===== config.mk =====
export PLATFORM = sky130hd
export DESIGN_NAME = receiver
export DESIGN_NICKNAME = d
export VERILOG_FILES = /design/src/rtl/receiver.sv
export SDC_FILE = /design/constraint.sdc
export NUM_CORES = 1
export LEC_CHECK = 0
export CORE_ASPECT_RATIO = 1.2
export CORE_UTILIZATION = 45
export CTS_BUF_LIST = sky130_fd_sc_hd__clkbuf_4
export DETAILED_ROUTE_END_ITERATION = 6
export PLACE_DENSITY_LB_ADDON = 0.05
export SLEW_MARGIN = 10
export SYNTH_ARGS = -nofsm -noshare
export SYNTH_HDL_FRONTEND = slang
export SYNTH_SLANG_ARGS = --single-unit
export TNS_END_PERCENT = 30

===== constraint.sdc =====
create_clock -name clk -period 2 [get_ports clk]
set_clock_uncertainty 0.2 [all_clocks]
set_input_delay 0.5 -clock clk [delete_from_list [all_inputs] [get_ports clk]]
set_output_delay 0.5 -clock clk [all_outputs]
set_load 0.02 [all_outputs]

===== src/rtl/receiver.sv =====
`default_nettype none
// +----------------------------------------------------------------------------+
// | receiver : 8N1 UART receive end, LSB first, WAIT clocks per bit.           |
// | Option   : RECEIVER_MAJORITY_EN selects 2-of-3 voting around each sample.  |
// | Revision : 1.0                                                             |
// +----------------------------------------------------------------------------+
module receiver #(
    parameter int WAIT = 868
) (
    input  logic       clk,
    input  logic       reset,
    input  logic       uart_rx,
    output logic [7:0] data,
    output logic       valid,
    output logic       frame_err,
    output logic       busy
);

    localparam logic [1:0] c_IDLE  = 2'd0;
    localparam logic [1:0] c_START = 2'd1;
    localparam logic [1:0] c_DATA  = 2'd2;
    localparam logic [1:0] c_STOP  = 2'd3;

    localparam int c_CNT_W = (WAIT > 1) ? $clog2(WAIT) : 1;

    // Voting takes one extra rx_s cycle past mid-bit, so the start decision moves out by one.
`ifdef RECEIVER_MAJORITY_EN
    localparam int c_START_INT = WAIT / 2;
`else
    localparam int c_START_INT = WAIT / 2 - 1;
`endif

    localparam logic [c_CNT_W-1:0] c_START_PT = c_CNT_W'(c_START_INT);
    localparam logic [c_CNT_W-1:0] c_BIT_PT   = c_CNT_W'(WAIT - 1);

    logic [1:0]         r_state;
    logic [1:0]         w_next_state;
    logic               r_rx_meta;
    logic               r_rx_s;
    logic [c_CNT_W-1:0] r_cnt;
    logic [2:0]         r_bit_idx;
    logic [7:0]         r_shift;
    logic [7:0]         r_data;
    logic               r_valid;
    logic               r_frame_err;
    logic               w_sample;
    logic               w_start_pt;
    logic               w_bit_pt;

    // Presetting to 1 keeps a freshly reset receiver from seeing a start bit.
    always_ff @(posedge clk or posedge reset) begin
        if (reset) begin
            r_rx_meta <= 1'b1;
            r_rx_s    <= 1'b1;
        end else begin
            r_rx_meta <= uart_rx;
            r_rx_s    <= r_rx_meta;
        end
    end

`ifdef RECEIVER_MAJORITY_EN
    logic [1:0] r_hist;

    always_ff @(posedge clk or posedge reset) begin
        if (reset) begin
            r_hist <= 2'b11;
        end else begin
            r_hist <= {r_hist[0], r_rx_s};
        end
    end

    assign w_sample = (r_hist[1] & r_hist[0]) | (r_hist[1] & r_rx_s) | (r_hist[0] & r_rx_s);
`else
    assign w_sample = r_rx_s;
`endif

    assign w_start_pt = (r_cnt == c_START_PT);
    assign w_bit_pt   = (r_cnt == c_BIT_PT);

    always_ff @(posedge clk or posedge reset) begin
        if (reset) begin
            r_state <= c_IDLE;
        end else begin
            r_state <= w_next_state;
        end
    end

    always_comb begin
        w_next_state = r_state;
        case (r_state)
            c_IDLE: begin
                if (!r_rx_s) begin
                    w_next_state = c_START;
                end
            end
            c_START: begin
                if (w_start_pt) begin
                    w_next_state = w_sample ? c_IDLE : c_DATA;
                end
            end
            c_DATA: begin
                if (w_bit_pt && (r_bit_idx == 3'd7)) begin
                    w_next_state = c_STOP;
                end
            end
            c_STOP: begin
                if (w_bit_pt) begin
                    w_next_state = c_IDLE;
                end
            end
            default: w_next_state = c_IDLE;
        endcase
    end

    always_comb begin
        busy = (r_state != c_IDLE);
    end

    always_ff @(posedge clk or posedge reset) begin
        if (reset) begin
            r_cnt <= '0;
        end else if ((w_next_state != r_state) || w_bit_pt) begin
            r_cnt <= '0;
        end else if (r_state != c_IDLE) begin
            r_cnt <= r_cnt + c_CNT_W'(1);
        end
    end

    always_ff @(posedge clk or posedge reset) begin
        if (reset) begin
            r_bit_idx <= 3'd0;
        end else if (r_state != c_DATA) begin
            r_bit_idx <= 3'd0;
        end else if (w_bit_pt) begin
            r_bit_idx <= r_bit_idx + 3'd1;
        end
    end

    // Shift right with insertion at the MSB so the first (LSB) bit ends in bit 0.
    always_ff @(posedge clk or posedge reset) begin
        if (reset) begin
            r_shift     <= 8'h00;
            r_data      <= 8'h00;
            r_valid     <= 1'b0;
            r_frame_err <= 1'b0;
        end else begin
            r_valid     <= 1'b0;
            r_frame_err <= 1'b0;
            if ((r_state == c_DATA) && w_bit_pt) begin
                r_shift <= {w_sample, r_shift[7:1]};
            end
            if ((r_state == c_STOP) && w_bit_pt) begin
                if (w_sample) begin
                    r_data  <= r_shift;
                    r_valid <= 1'b1;
                end else begin
                    r_frame_err <= 1'b1;
                end
            end
        end
    end

    assign data      = r_data;
    assign valid     = r_valid;
    assign frame_err = r_frame_err;

endmodule
`default_nettype wire

## Word level (Yosys, flattened, before mapping)

Cells that the tools add are included.

- Bits of input ports: 3
- Bits in registers: 35
- Logic and storage cells: 42

- Reductions and logical operators: 9
- Eq/ne operators: 8
- $add $sub $neg: 2
- Mux-type cells: 14

Operators by type and width:

| kind | count |
|---|---|
| two-way mux 10 bit | 2 |
| adder 10 x 1 -> 10 bit (second input constant) | 1 |
| == test 10 bit (second input constant) | 1 |
| == test 10 x 9 -> 1 bit (second input constant) | 1 |
| two-way mux 2 bit | 5 |
| one-hot mux 2 bit (4 select lines) | 1 |
| two-way mux 3 bit | 2 |
| nonzero test 2 bit | 3 |
| == test 2 bit (second input constant) | 2 |
| two-way mux 1 bit | 4 |
| adder 3 x 1 -> 3 bit (second input constant) | 1 |
| == test 3 bit (second input constant) | 1 |
| logical AND 1 bit | 3 |
| == test 2 x 1 -> 1 bit (second input constant) | 1 |
| logical NOT 2 bit | 1 |
| inequality test 2 bit | 1 |
| inequality test 2 bit (second input constant) | 1 |
| AND reduction 2 bit | 1 |
| logical OR 1 bit | 1 |

## Logic depth before layout (Yosys ltp)

- Depth after elaboration: 7
- Depth in mapped cells: 6
- Mapped depth without buffers: 6

## Worst setup path before layout

No wires, ideal clock.

- Kind: register to register
- From: reg r_cnt[7]
- To: reg r_shift[0]
- Period minus slack after synthesis: 1.921 ns
- Arrival: 1.596 ns
- Setup slack: 0.079 ns
- Stages on the path, launching flop included: 6
- Library setup time: 0.125 ns
- Data required time: 1.675 ns
- Cells stage by stage: dfrtp_1 and4bb_1 nand4_4 or2_1 buf_6 mux2_4

- Cells in the longest elaborated chain, start to end: 2

Ends and longest elaborated chain:

| item | line | source |
|---|---|---|
| start, declared | 40 | `logic [c_CNT_W-1:0] r_cnt;` |
| start signal, assigned | 125 | `r_cnt <= r_cnt + c_CNT_W'(1);` |
| == test 10 bit | 78 | `assign w_bit_pt = (r_cnt == c_BIT_PT);` |
| logical AND 1 bit | 149 | `if ((r_state == c_DATA) && w_bit_pt) begin` |
| end signal, assigned | 150 | `r_shift <= {w_sample, r_shift[7:1]};` |
| end, declared | 42 | `logic [7:0] r_shift;` |

No other way between the ends.
A chain may end at the register's enable or synchronous reset.

## Final worst setup path

- From: reg r_cnt[8]
- To: reg r_shift[4]

The elaborated chain is that of the path after synthesis.

==> qor.yml <==
worst_hold_path:
  hold_path_class: "flip-flop to flip-flop"
  min-delay-start: "r_rx_meta$_DFF_PP1_"
drt:
  drt_iter0_drc: 21
  wl_met2_um: 1380
  wl_per_cell_um: 14.1
  postRouteWirelength_um: 2710
  vias_per_cell: 5.28
  first_pass_iters: 3
  highest_layer: "met4"
  vias: 1019
  drtAntennaViolNets: 0
  drc: 0
  wl_met3_um: 105
  wl_met1_um: 1170
synthesis:
  synth_cell_types: 33
  yosys_warnings: 0
  ys.flop_type: "dfrtp_1"
  synthCells: 125
  synth_top_area_share_pct: 52.1
  avgSynthCellArea_um2: 12.7
  synth_area_um2: 1590
  synth_edf_count: 0
  yosys.area.top_type: "dfrtp_1"
  synth-async-reset-ratio_pct: 100
  synth_fp_nets: 132
  ys_ff_latch: 35
  seq_area_frac_synth_pct: 55.4
  synth_area_leaders: "dfrtp_1, mux2_4, mux2_2"
placed_design:
  gp_congestion: 0.727
  pre_cts_slack_ns: 0.0462
  hpwl_um: 1980
  io_buffers: 13
critical_path:
  critPathMaxFanout: 8
  start_kind: "flip-flop"
  r2r-start: "r_cnt[8]$_DFFE_PP0P_"
  cp_data_required_time_ns: 2.02
  crit_start: "r_cnt[8]$_DFFE_PP0P_"
  critPathCaptureType: "flip-flop"
  cp_slowest_stage_delay_ns: 0.44
  crit_chain: "nor3b_2 > nand4_4 > or2_2 > mux2_4"
  crit_path_top_delay_cell: "or2_2"
  crit_type: "flip-flop to flip-flop"
  arrival_ns: 1.97
pwr:
  power.internal_w: 0.000883
  p_switching_w: 0.000230
  netSwitchingFraction_pct: 20.7
  p_per_area_nw_per_um2: 578
  ir_drop_v: 0.000490
  p_leak_nw: 1.03
  pwr-share-clk_pct: 34.0
  seq_power_share_pct: 64.1
  p_comb_share_pct: 2.0
global_route:
  grt_pass1_wl_um: 4650
  grt-ovfl-total: 0
  grt_pass1_vias: 975
  grt_max_degree: 36
  antenna_found_initial: 0
  grtUsageTotal_pct: 17.0
floorplan:
  fp.dieW_um: 56.2
  dieArea_um2: 3760
  row_count: 23
  core_um2: 3340
  die_h_um: 67.0
  ioPinCount: 14
  start_util_pct: 47.5
clocking:
  cts_hold_buf: 0
  postCtsSetupBuffers: 0
  cts_buffers: 5
  clk_latency_ns: 0.33
  cts_buffer_depth: 2
  cts-root-buf: "clkbuf_4"
  clk_pin_slew_ns: 0.10
  cts.sinks: 35
  cts_tree: "done"
  ctsHtreeMaxLevel: 2
sta:
  worstMarginPinSlew_ns: 0.429
  period_share_pct: 97.7
  finalWorstSetupSlack_ns: 0.0469
  setup_viol: 0
  slew_violations: 0
  slew_headroom_pct: 71.4
  setup_tns_ns: 0
  fmaxAchievable_ghz: 0.512
  final.min_clock_period_ns: 1.95
  finalHoldViolations: 0
  rsz0062_at_grt: "false"
run:
  maxCapViolCount: 0
run_status:
  status: "finished, final reports clean"
final_layout:
  nets: 162
  diodes: 0
  drive_gt1_share_pct: 31.4
  syn2layout_area_growth_pct: 21.5
  final_util_pct: 57.7
## worst paths after layout
kind | endpoint | slack [ns] | depth (start not counted)
max | r_shift[4]$_DFFE_PP0P_ | 0.05 | 4
min | r_rx_s$_DFF_PP1_ | 0.16 | 0
max reg2reg | r_shift[4]$_DFFE_PP0P_ | 0.05 | 4
min reg2reg | r_rx_s$_DFF_PP1_ | 0.16 | 0
max in group asynchronous | r_rx_meta$_DFF_PP1_ | 1.06 | 3
min in group asynchronous | data[5]$_DFFE_PP0P_ | 0.30 | 3
## placed cells by master, fill, tap and decap left out, drive strengths merged, types with 4 or more instances in the layout
| master | netlist | layout |
|---|---|---|
| dfrtp | 33 | 33 |
| xnor2 | 6 | 6 |
| dlymetal6s2s | 0 | 4 |
| buf | 2 | 16 |
| dlygate4sd2 | 0 | 5 |
| mux2 | 17 | 17 |
| ha | 4 | 4 |
| nand2 | 7 | 7 |
| nor2 | 19 | 19 |
| xor2 | 4 | 4 |
| clkbuf | 3 | 7 |
## state kept, by name (all words and copies together), names as in the netlist
register and count:
r_cnt 10, r_state 2, r_rx_meta 1, data 8, valid 1, r_bit_idx 3, r_rx_s 1, r_shift 8
frame_err 1
## critical path, delay by kind of cell, from the launching register on
family,cells,cell delay [ns]
multiplexers,1,0.33
AND/OR/NAND/NOR,3,0.90
flip-flops,1,0.40
## synthesized netlist by cell type (2+ instances only)
master,number
clkbuf_1,3
dfrtp_1,33
dfstp_2,2
ha_1,4
inv_1,2
mux2_2,9
mux2_4,8
mux2i_1,2
nand2_1,7
nand3_1,3
nand4_1,2
nor2_1,18
nor3_1,3
o2111ai_1,2
xnor2_1,6
xor2_1,4
## layout make-up
class | instances | area [µm²]
clock inverter | 1 | 5.00
multi-input combinational | 83 | 669
inverter | 2 | 7.51
fill | 292 | 1410
tap | 37 | 46.3
timing repair buffer | 28 | 267
sequential | 35 | 878
clock buffer | 7 | 52.6
## routing by layer
metal  global-route usage (%)  vias to the layer above
met1                     20.4                      511
met3                     5.24                        5
met2                     27.7                       14
li1                         -                      489
met5                        0                        -
met4                     8.23                        0
## kinds of logic (layout without fill, tap and decap cells)
family,count (synthesis),in the layout,synth area share (%)
buffers and inverters,7,38,2.37
AOI/OAI and AO/OA,7,7,3.55
muxes,19,19,15.2
DFF,35,35,55.4
adders and majority gates,4,4,3.16
xor gates and xnor gates,10,10,5.52
and+or+nand+nor,43,43,14.8
## power groups by stage
stage	registers, W	clock network, W	logic [W]
final	0.000713	0.000378	0.0000221
after global routing	0.000714	0.000432	0.0000261
after CTS	0.000713	0.000403	0.0000238
after detailed placement	0.000727	0	0.0000238
after global placement	0.000727	0	0.0000232
after floorplan	0.000726	0	0.0000109
## what timing repair did
item                                    CTS  global route
endpoints found under the hold margin     0             0
pin swaps                                 0             0
gates resized for setup                   8             6
cloned                                    0             0
endpoints found under the setup margin    6            13
## per-stage QoR
stage	instance area (µm²)	hold slack, ns	power [W]	instances
after floorplan	1590	0.145	0.000737	125
after global placement	1870	0.147	0.000750	185
after detailed placement	1870	0.147	0.000751	185
after CTS	1920	0.163	0.00114	193
after global routing	1930	0.169	0.00117	193
final	1930	0.161	0.00111	193
No activity file was read; power rests on OpenSTA's default activity.
